--- config.mk ---
export PLATFORM = sky130hd
export DESIGN_NAME = ps2_keyboard_rx_fifo
export DESIGN_NICKNAME = d
export VERILOG_FILES = /design/src/rtl/ps2_pkg.sv /design/src/rtl/ps2_sync_fifo.sv /design/src/rtl/ps2_keyboard_rx_fifo.sv
export SDC_FILE = /design/constraint.sdc
export NUM_CORES = 1
export LEC_CHECK = 0
export ABC_AREA = 1
export CAP_MARGIN = 20
export CORE_MARGIN = 2
export CORE_UTILIZATION = 35
export DETAILED_ROUTE_END_ITERATION = 8
export DONT_BUFFER_PORTS = 1
export PLACE_DENSITY = 0.55
export SKIP_CTS_REPAIR_TIMING = 1
export SYNTH_ARGS = -nofsm -noshare
export SYNTH_HDL_FRONTEND = slang
export SYNTH_SLANG_ARGS = --single-unit
--- constraint.sdc ---
create_clock -name clk -period 5.6 [get_ports clk]
set_input_delay 1.12 -clock clk [delete_from_list [all_inputs] [get_ports clk]]
set_output_delay 1.12 -clock clk [all_outputs]
set_load 0.02 [all_outputs]
--- src/rtl/ps2_pkg.sv ---
// Shared types and constants for the PS/2 keyboard receiver: rx FSM states,
// scan-code prefix bytes, the FIFO entry layout and the parity helper.
package ps2_pkg;

    typedef enum logic [1:0] {
        IDLE   = 2'd0,
        DATA   = 2'd1,
        PARITY = 2'd2,
        STOP   = 2'd3
    } rx_state_e;

    localparam logic [7:0] PS2_PREFIX_EXT = 8'hE0;
    localparam logic [7:0] PS2_PREFIX_BRK = 8'hF0;
    localparam int         ENTRY_W        = 10;

    typedef struct packed {
        logic       ext;
        logic       brk;
        logic [7:0] code;
    } fifo_entry_t;

    // PS/2 uses odd parity over data plus parity bit
    function automatic logic odd_parity_ok(input logic [7:0] data, input logic par);
        return (^data) ^ par;
    endfunction

endpackage

--- src/rtl/ps2_sync_fifo.sv ---
// First-word-fall-through synchronous FIFO with occupancy count; a write while
// full is accepted only when a read happens in the same cycle, otherwise flagged on drop_o.
module ps2_sync_fifo #(
    parameter int WIDTH = 10,
    parameter int DEPTH = 8
) (
    input  logic                     clk,
    input  logic                     reset,
    input  logic                     wr_valid_i,
    input  logic [WIDTH-1:0]         wr_data_i,
    input  logic                     rd_ready_i,
    output logic                     rd_valid_o,
    output logic [WIDTH-1:0]         rd_data_o,
    output logic [$clog2(DEPTH):0]   count_o,
    output logic                     drop_o
);
    localparam int AW = $clog2(DEPTH);
    localparam int CW = AW + 1;

    logic [WIDTH-1:0] mem_q [DEPTH];
    logic [AW-1:0]    wr_ptr_q, rd_ptr_q;
    logic [CW-1:0]    count_q, count_d;
    logic             empty_s, full_s, pop_s, push_s;

    // Handshake qualification and occupancy update
    always_comb begin
        empty_s = (count_q == {CW{1'b0}});
        full_s  = (count_q == CW'(DEPTH));
        pop_s   = rd_ready_i & ~empty_s;
        push_s  = wr_valid_i & (~full_s | pop_s);
        drop_o  = wr_valid_i & full_s & ~pop_s;
        case ({push_s, pop_s})
            2'b10:   count_d = count_q + CW'(1);
            2'b01:   count_d = count_q - CW'(1);
            default: count_d = count_q;
        endcase
    end

    // Storage, pointers (wrap naturally at power-of-two depth) and count
    always_ff @(posedge clk or posedge reset) begin
        if (reset) begin
            for (int i = 0; i < DEPTH; i++) begin
                mem_q[i] <= {WIDTH{1'b0}};
            end
            wr_ptr_q <= {AW{1'b0}};
            rd_ptr_q <= {AW{1'b0}};
            count_q  <= {CW{1'b0}};
        end else begin
            if (push_s) begin
                mem_q[wr_ptr_q] <= wr_data_i;
                wr_ptr_q        <= wr_ptr_q + AW'(1);
            end
            if (pop_s) begin
                rd_ptr_q <= rd_ptr_q + AW'(1);
            end
            count_q <= count_d;
        end
    end

    assign rd_valid_o = ~empty_s;
    assign rd_data_o  = mem_q[rd_ptr_q];
    assign count_o    = count_q;

endmodule

--- src/rtl/ps2_keyboard_rx_fifo.sv ---
// PS/2 keyboard receiver: synchroniser, 11-bit deframer with watchdog, output FIFO.
// Define PS2_PREFIX_DECODE_EN to fold E0/F0 prefixes into the ext/brk entry flags.
module ps2_keyboard_rx_fifo
    import ps2_pkg::*;
#(
    parameter int SYNC_STAGES    = 3,
    parameter int TIMEOUT_CYCLES = 100000,
    parameter int FIFO_DEPTH     = 8
) (
    input  logic                          clk,
    input  logic                          reset,
    input  logic                          ps2clk,
    input  logic                          ps2data,
    output logic                          out_valid,
    input  logic                          out_ready,
    output logic [7:0]                    out_code,
    output logic                          out_brk,
    output logic                          out_ext,
    output logic [$clog2(FIFO_DEPTH):0]   fifo_count,
    output logic                          parity_err,
    output logic                          frame_err,
    output logic                          timeout_err,
    output logic                          overflow
);
    localparam int                WD_W    = $clog2(TIMEOUT_CYCLES);
    localparam logic [WD_W-1:0]   WD_LAST = WD_W'(TIMEOUT_CYCLES - 1);

    logic [SYNC_STAGES-1:0] clk_sync_q, data_sync_q;
    logic                   fall_s, bit_s;
    rx_state_e              state_q, state_d;
    logic [2:0]             bit_cnt_q, bit_cnt_d;
    logic [7:0]             shift_q, shift_d;
    logic [WD_W-1:0]        wd_q, wd_d;
    logic                   timeout_s, parity_fail_s, frame_fail_s, byte_done_s, abort_s;
    logic                   push_q, push_d;
    fifo_entry_t            push_entry_q, push_entry_d, head_s;
    logic                   parity_err_q, frame_err_q, timeout_err_q, overflow_q, drop_s;

    // Input synchronisers; idle PS/2 lines are high
    always_ff @(posedge clk or posedge reset) begin
        if (reset) begin
            clk_sync_q  <= {SYNC_STAGES{1'b1}};
            data_sync_q <= {SYNC_STAGES{1'b1}};
        end else begin
            clk_sync_q  <= {clk_sync_q[SYNC_STAGES-2:0], ps2clk};
            data_sync_q <= {data_sync_q[SYNC_STAGES-2:0], ps2data};
        end
    end

    assign fall_s = ~clk_sync_q[SYNC_STAGES-2] & clk_sync_q[SYNC_STAGES-1];
    assign bit_s  = data_sync_q[SYNC_STAGES-1];

    // Deframer state register
    always_ff @(posedge clk or posedge reset) begin
        if (reset) begin
            state_q   <= IDLE;
            bit_cnt_q <= 3'd0;
            shift_q   <= 8'h00;
            wd_q      <= {WD_W{1'b0}};
        end else begin
            state_q   <= state_d;
            bit_cnt_q <= bit_cnt_d;
            shift_q   <= shift_d;
            wd_q      <= wd_d;
        end
    end

    // Deframer next state; a falling edge outranks a simultaneous watchdog expiry
    always_comb begin
        state_d   = state_q;
        bit_cnt_d = bit_cnt_q;
        shift_d   = shift_q;
        if ((state_q == IDLE) || fall_s) begin
            wd_d = {WD_W{1'b0}};
        end else begin
            wd_d = wd_q + WD_W'(1);
        end
        timeout_s = (state_q != IDLE) && !fall_s && (wd_q == WD_LAST);
        case (state_q)
            IDLE: begin
                if (fall_s && !bit_s) begin
                    state_d   = DATA;
                    bit_cnt_d = 3'd0;
                    shift_d   = 8'h00;
                end else begin
                    state_d = IDLE;
                end
            end
            DATA: begin
                if (fall_s) begin
                    shift_d   = {bit_s, shift_q[7:1]};
                    bit_cnt_d = bit_cnt_q + 3'd1;
                    state_d   = (bit_cnt_q == 3'd7) ? PARITY : DATA;
                end else if (timeout_s) begin
                    state_d = IDLE;
                end else begin
                    state_d = DATA;
                end
            end
            PARITY: begin
                if (fall_s) begin
                    state_d = odd_parity_ok(shift_q, bit_s) ? STOP : IDLE;
                end else if (timeout_s) begin
                    state_d = IDLE;
                end else begin
                    state_d = PARITY;
                end
            end
            STOP: begin
                if (fall_s || timeout_s) begin
                    state_d = IDLE;
                end else begin
                    state_d = STOP;
                end
            end
            default: state_d = IDLE;
        endcase
    end

    // Deframer outputs: frame events for this cycle
    always_comb begin
        parity_fail_s = (state_q == PARITY) && fall_s && !odd_parity_ok(shift_q, bit_s);
        frame_fail_s  = (state_q == STOP) && fall_s && !bit_s;
        byte_done_s   = (state_q == STOP) && fall_s && bit_s;
        abort_s       = parity_fail_s | frame_fail_s | timeout_s;
    end

`ifdef PS2_PREFIX_DECODE_EN
    logic ext_q, ext_d, brk_q, brk_d;

    // Prefix bytes only latch flags; the next ordinary byte carries and clears them
    always_comb begin
        ext_d        = ext_q;
        brk_d        = brk_q;
        push_d       = 1'b0;
        push_entry_d = push_entry_q;
        if (abort_s) begin
            ext_d = 1'b0;
            brk_d = 1'b0;
        end else if (byte_done_s) begin
            if (shift_q == PS2_PREFIX_EXT) begin
                ext_d = 1'b1;
            end else if (shift_q == PS2_PREFIX_BRK) begin
                brk_d = 1'b1;
            end else begin
                push_d       = 1'b1;
                push_entry_d = '{ext: ext_q, brk: brk_q, code: shift_q};
                ext_d        = 1'b0;
                brk_d        = 1'b0;
            end
        end else begin
            push_d = 1'b0;
        end
    end

    // Prefix flag registers
    always_ff @(posedge clk or posedge reset) begin
        if (reset) begin
            ext_q <= 1'b0;
            brk_q <= 1'b0;
        end else begin
            ext_q <= ext_d;
            brk_q <= brk_d;
        end
    end
`else
    // Raw mode: every completed byte is queued with clear prefix flags
    always_comb begin
        push_d       = byte_done_s;
        push_entry_d = push_entry_q;
        if (byte_done_s) begin
            push_entry_d = '{ext: 1'b0, brk: 1'b0, code: shift_q};
        end else begin
            push_entry_d = push_entry_q;
        end
    end
`endif

    // Push request and error pulses are registered one cycle after the edge
    always_ff @(posedge clk or posedge reset) begin
        if (reset) begin
            push_q        <= 1'b0;
            push_entry_q  <= '0;
            parity_err_q  <= 1'b0;
            frame_err_q   <= 1'b0;
            timeout_err_q <= 1'b0;
            overflow_q    <= 1'b0;
        end else begin
            push_q        <= push_d;
            push_entry_q  <= push_entry_d;
            parity_err_q  <= parity_fail_s;
            frame_err_q   <= frame_fail_s;
            timeout_err_q <= timeout_s;
            overflow_q    <= overflow_q | drop_s;
        end
    end

    ps2_sync_fifo #(
        .WIDTH (ENTRY_W),
        .DEPTH (FIFO_DEPTH)
    ) u_fifo (
        .clk        (clk),
        .reset      (reset),
        .wr_valid_i (push_q),
        .wr_data_i  (push_entry_q),
        .rd_ready_i (out_ready),
        .rd_valid_o (out_valid),
        .rd_data_o  (head_s),
        .count_o    (fifo_count),
        .drop_o     (drop_s)
    );

    // Without prefix decode the stored ext/brk bits are always zero
    assign out_code    = head_s.code;
    assign out_brk     = head_s.brk;
    assign out_ext     = head_s.ext;
    assign parity_err  = parity_err_q;
    assign frame_err   = frame_err_q;
    assign timeout_err = timeout_err_q;
    assign overflow    = overflow_q;

endmodule

Word level (Yosys, flattened, before mapping) --
Cells that the tools add are included.
Operators by class: add/sub/neg operators 6, magnitude comparators 3, eq/ne operators 10, muxes and demuxes 23, bitwise operators 14, reduce and logical (&&, ||, !) cells 21
Operators with widths (number):
- bitwise mux 80 bit | 1
- binary-select mux 10 bit (select 3 bit) | 1
- demux 10 bit (select 3 bit) | 1
- 2-to-1 mux 10 bit | 3
- adder 17 x 1 -> 17 bit, second input constant | 1
- equality test 17 bit, second input constant | 1
- 2-to-1 mux 17 bit | 1
- 2-to-1 mux 8 bit | 2
- case mux 8 bit (2 select lines) | 1
- 2-to-1 mux 2 bit | 6
- adder 3 x 1 -> 3 bit, second input constant | 3
- logical AND 1 bit | 9
- >= comparator 4 bit, second input constant | 2
- inverter 3 -> 4 bit | 2
- case mux 2 bit (4 select lines) | 1
- case mux 4 bit (2 select lines) | 1
- parity 8 bit | 1
- equality test 2 bit, second input constant | 3
- 2-to-1 mux 3 bit | 2
- case mux 3 bit (2 select lines) | 1
- nonzero test 2 bit | 3
- bitwise AND 1 bit | 5
- adder 4 x 1 -> 4 bit, second input constant | 1
- equality test 2 x 1 -> 1 bit, second input constant | 2
- other kinds (15) | 23
Word-level totals: register bits after elaboration 139, bits of input ports 5, output and inout port bits 19, word-level logic and storage cells 100

Logic depth before layout (Yosys ltp) --
depth in word-level cells 8, gate-level depth with buffers 13, depth with buffers taken out 13

By module --
From an unflattened synthesis, not the netlist that was laid out.
Second synthesis, totals: cells, all modules 803, area, all modules 6693.9 sq um
By module, submodules not included:
- ps2_sync_fifo | times used 1, cells an instance 523, area each 4370.4 sq um, sequential area each 2252.2 sq um
- ps2_keyboard_rx_fifo | times used 1, cells an instance 280, area each 2323.5 sq um, sequential area each 1233.7 sq um

Worst setup path before layout --
Ideal clock, no wire load.
kind register to output, from register u_fifo.rd_ptr_q[0], to output out_code[3], arrival 1324 ps, data required time 4480 ps, setup slack 3156 ps, stages on the path, launching flop included 7, path buffers 1, cell sequence dfrtp_1 -> inv_1 -> buf_1 -> nor2_1 -> o32ai_1 -> nand2_1 -> nand2_1
Between the ends: word-level cells in the longest chain between the ends 4
Ends and longest elaborated chain:
- start: declaration | RTL line ps2_sync_fifo.sv:21 | logic [AW-1:0] wr_ptr_q, rd_ptr_q;
- start signal: assignment | RTL line ps2_sync_fifo.sv:46 | rd_ptr_q <= {AW{1'b0}};
- start signal: assignment | RTL line ps2_sync_fifo.sv:54 | rd_ptr_q <= rd_ptr_q + AW'(1);
- inverter 3 -> 4 bit (not written as such) | RTL line ps2_sync_fifo.sv:61 | assign rd_data_o = mem_q[rd_ptr_q];
- binary-select mux 10 bit (select 3 bit) | RTL line ps2_sync_fifo.sv:61
- 2-to-1 mux 10 bit (not written as such) (2 in series) | RTL line ps2_sync_fifo.sv:61
- end: declaration | RTL line ps2_keyboard_rx_fifo.sv:16 | output logic [7:0] out_code,
No other way between the ends. The select of a mux whose other input is x is not followed.

Final worst setup path --
from register u_fifo.rd_ptr_q[0], to output out_code[6]
Same word-level chain as after synthesis.

==> metrics <==
Setup crit start kind=register; post-route ant nets=0; via/cell ratio=4.94; Final #Nets=653; post-DP HPWL=8.58 mm; unrepaired setup endpoints after global routing=no; initial drt markers=315; Worst R2R Start=u_fifo.count_o[0]$_DFFE_PP0P_; largest net degree at the start of global routing=79; commonest non-fill, non-tap cell in the layout=nand2_1; overall routed net length=12.5 mm; Syn Inst Count=643; antenna cells=0; area taken by multi-input logic gates=2440 um2; power per cell area=471 nW/um2; worst skew pair latency=420 ps; RePlAce Congestion=0.862; Worst Hold Launch=data_sync_q[0]$_DFF_PP1_; Mapped Area=5920 um2; CP Capture Type=primary output; commonest cells after routing, fill and taps aside=149 x nand2_1, 117 x dfrtp_1, 83 x nor2_1, 44 x inv_1, 38 x o21ai_0; clock skew=9.71 ps; clk slew on worst S/H paths=50 ps; die height=134 um; gr usage total=0.153; clock root cell=clkbuf_16; first-pass GRT wire length=21.8 mm; TritonCTS clock tree=built; vias in the first global route=4,274; synth-to-layout area growth=13.4%; RR Endpoint=u_fifo.count_o[3]$_DFFE_PP0P_; #FFs+latches synth=123; fmax=0.257 GHz; via count=4,310; LEAKAGE=2.95 nW; CP most frequent cell=nand2_1; cell count of the worst hold path=0; R2R depth=12; Storage cell area=3090 um2; Crit path largest cell delay=880 ps; Overflow after GRT=0; I/O pin count=24; Worst-Margin Slew=953 ps; fin area=6710 um2; CTS sink cnt=123; Rel. slew slack=0.364; initial antenna violation count=0; max-slew violation total from the final report=0; Final Setup Violations=0; Tcrit/Tclk final=0.695; die width=134 um; share of post-route cells with drive strength above 1=0.149; Crit Path Category=reg2out; Mapped Avg Cell Area=9.20 um2; drt first pass iters=5; WHS Endpoint=data_sync_q[1]$_DFF_PP1_; Final TNS setup=0 ps; Slowest cell on crit path=inv_1; WL per Instance=14.4 um; die area=18,000 um2; IO buf count=0; area post-placement=6020 um2; Worst Setup SP=u_fifo.rd_ptr_q[0]$_DFFE_PP0P_; Max Fanout on Critical Path=34; Core Region=16,500 um2; VDD IR max=244 uV; min cycle time layout=3890 ps; flop-to-flop setup slack=3140 ps; Worst EP required=4480 ps; sequential share of the synthesized area=0.522; Initial Util=0.358; CTS buffer count=17; CTS max path bufs=2; drt drc=0; Synth Warn #=0; count of different cell masters after synthesis=43; worst-path cell chain=inv_1 > nor2_1 > o32ai_1 > nand2_1 > nand2_1; H-tree Lvls=4; endpoints failing hold=0; status=finished clean; Hold/Removal Path Class=reg2reg; placement row count=47; Max-Cap Viols=0; Fillers=1,607; CP arrival=2770 ps
## per-layer routing
metal,track usage,routed length (um)
met4,0.0508,162
met1,0.214,6190
met2,0.228,5600
met5,0,0
met3,0.0442,588
## metrics by stage
step	setup slack (ps)	utilization	cells	hold WS (ps)	total power, mW
CTS	1730	0.406	873	356	3.19
finish	1710	0.406	873	355	3.16
detailed placement	2180	0.365	841	347	1.91
floorplan	1220	-	644	345	1.76
global placement	2260	0.365	841	347	1.88
global route	1440	0.406	873	356	3.36
## synthesized netlist by cell type
cell type / n / area [um2]
a21oi_1: 8 / 40.0
a32o_1: 2 / 20.0
and3_1: 1 / 6.26
buf_1: 4 / 15.0
buf_12: 1 / 20.0
buf_2: 1 / 5.00
buf_4: 2 / 15.0
buf_6: 7 / 78.8
buf_8: 1 / 15.0
bufinv_8: 1 / 17.5
clkbuf_1: 6 / 22.5
clkbuf_2: 2 / 10.0
clkinv_1: 1 / 3.75
clkinv_4: 1 / 8.76
conb_1: 1 / 3.75
dfrtp_1: 117 / 2930
dfstp_2: 6 / 158
ha_1: 8 / 100
inv_1: 45 / 169
inv_2: 2 / 7.51
inv_4: 1 / 6.26
nand2_1: 149 / 559
nand2_2: 6 / 37.5
nand2_4: 1 / 11.3
nand3_1: 16 / 80.1
nand3_2: 1 / 10.0
nand3b_1: 1 / 7.51
nand4_1: 4 / 25.0
nand4_4: 8 / 170
nor2_1: 83 / 312
nor2_2: 3 / 18.8
nor2_4: 1 / 11.3
nor3_1: 8 / 40.0
nor3_4: 1 / 16.3
o21ai_0: 38 / 190
o21ai_1: 32 / 160
o21ai_2: 32 / 280
o21bai_1: 1 / 7.51
o22ai_1: 8 / 50.1
o31ai_1: 1 / 7.51
o32ai_1: 16 / 140
xnor2_1: 4 / 35.0
xor2_1: 11 / 96.3
## state kept, by name (all words and copies together) (netlist names)
| register | count |
|---|---|
| bit_cnt_q | 3 |
| clk_sync_q | 3 |
| data_sync_q | 3 |
| frame_err | 1 |
| overflow | 1 |
| parity_err | 1 |
| push_entry_q | 8 |
| push_q | 1 |
| shift_q | 8 |
| state_q | 2 |
| timeout_err | 1 |
| u_fifo.count_o | 4 |
| u_fifo.mem_q | 64 |
| u_fifo.rd_ptr_q | 3 |
| u_fifo.wr_ptr_q | 3 |
| wd_q | 17 |
## final cells by class
cell class	instances	area share
sequential	123	0.460
multi-input combinational	446	0.364
clock buffer	19	0.0660
tap	220	0.0410
clock inverter	13	0.0358
inverter	51	0.0321
timing repair buffer	1	0.00112
## critical path: cells and delay by family (launching register included)
family | cells | cell delay [ps]
flops | 1 | 720
compound gates | 1 | 380
buf+inv | 1 | 880
simple gates | 3 | 360
## cells by family (layout without fill, tap and decap cells)
logic type / count (synthesis) / after routing / synth area share
buffers and inverters: 75 / 84 / 0.0666
adders and majority gates: 8 / 8 / 0.0169
DFF: 123 / 123 / 0.522
AOI/OAI and AO/OA: 138 / 138 / 0.151
and+or+nand+nor: 283 / 283 / 0.221
xor gates and xnor gates: 15 / 15 / 0.0222
other: 1 / 2 / 0.000634
## worst max path at each step
| stage | endpoint | slack, ps | cells past startpoint |
|---|---|---|---|
| after global routing | out_code[1] | 1440 | 5 |
| final | out_code[6] | 1710 | 5 |
| after global placement | out_code[5] | 2260 | 5 |
| after detailed placement | out_code[6] | 2180 | 5 |
| after floorplan | bit_cnt_q[0]$_DFFE_PP0P_ | 1220 | 1 |
| after CTS | out_code[6] | 1730 | 5 |
## report_power, final
group          switching, mW  internal [mW]
registers              0.187          0.976
clock network          0.411          0.851
logic                  0.481          0.253
total                   1.08           2.08
Note: power is estimated with default switching activity, not from simulation.
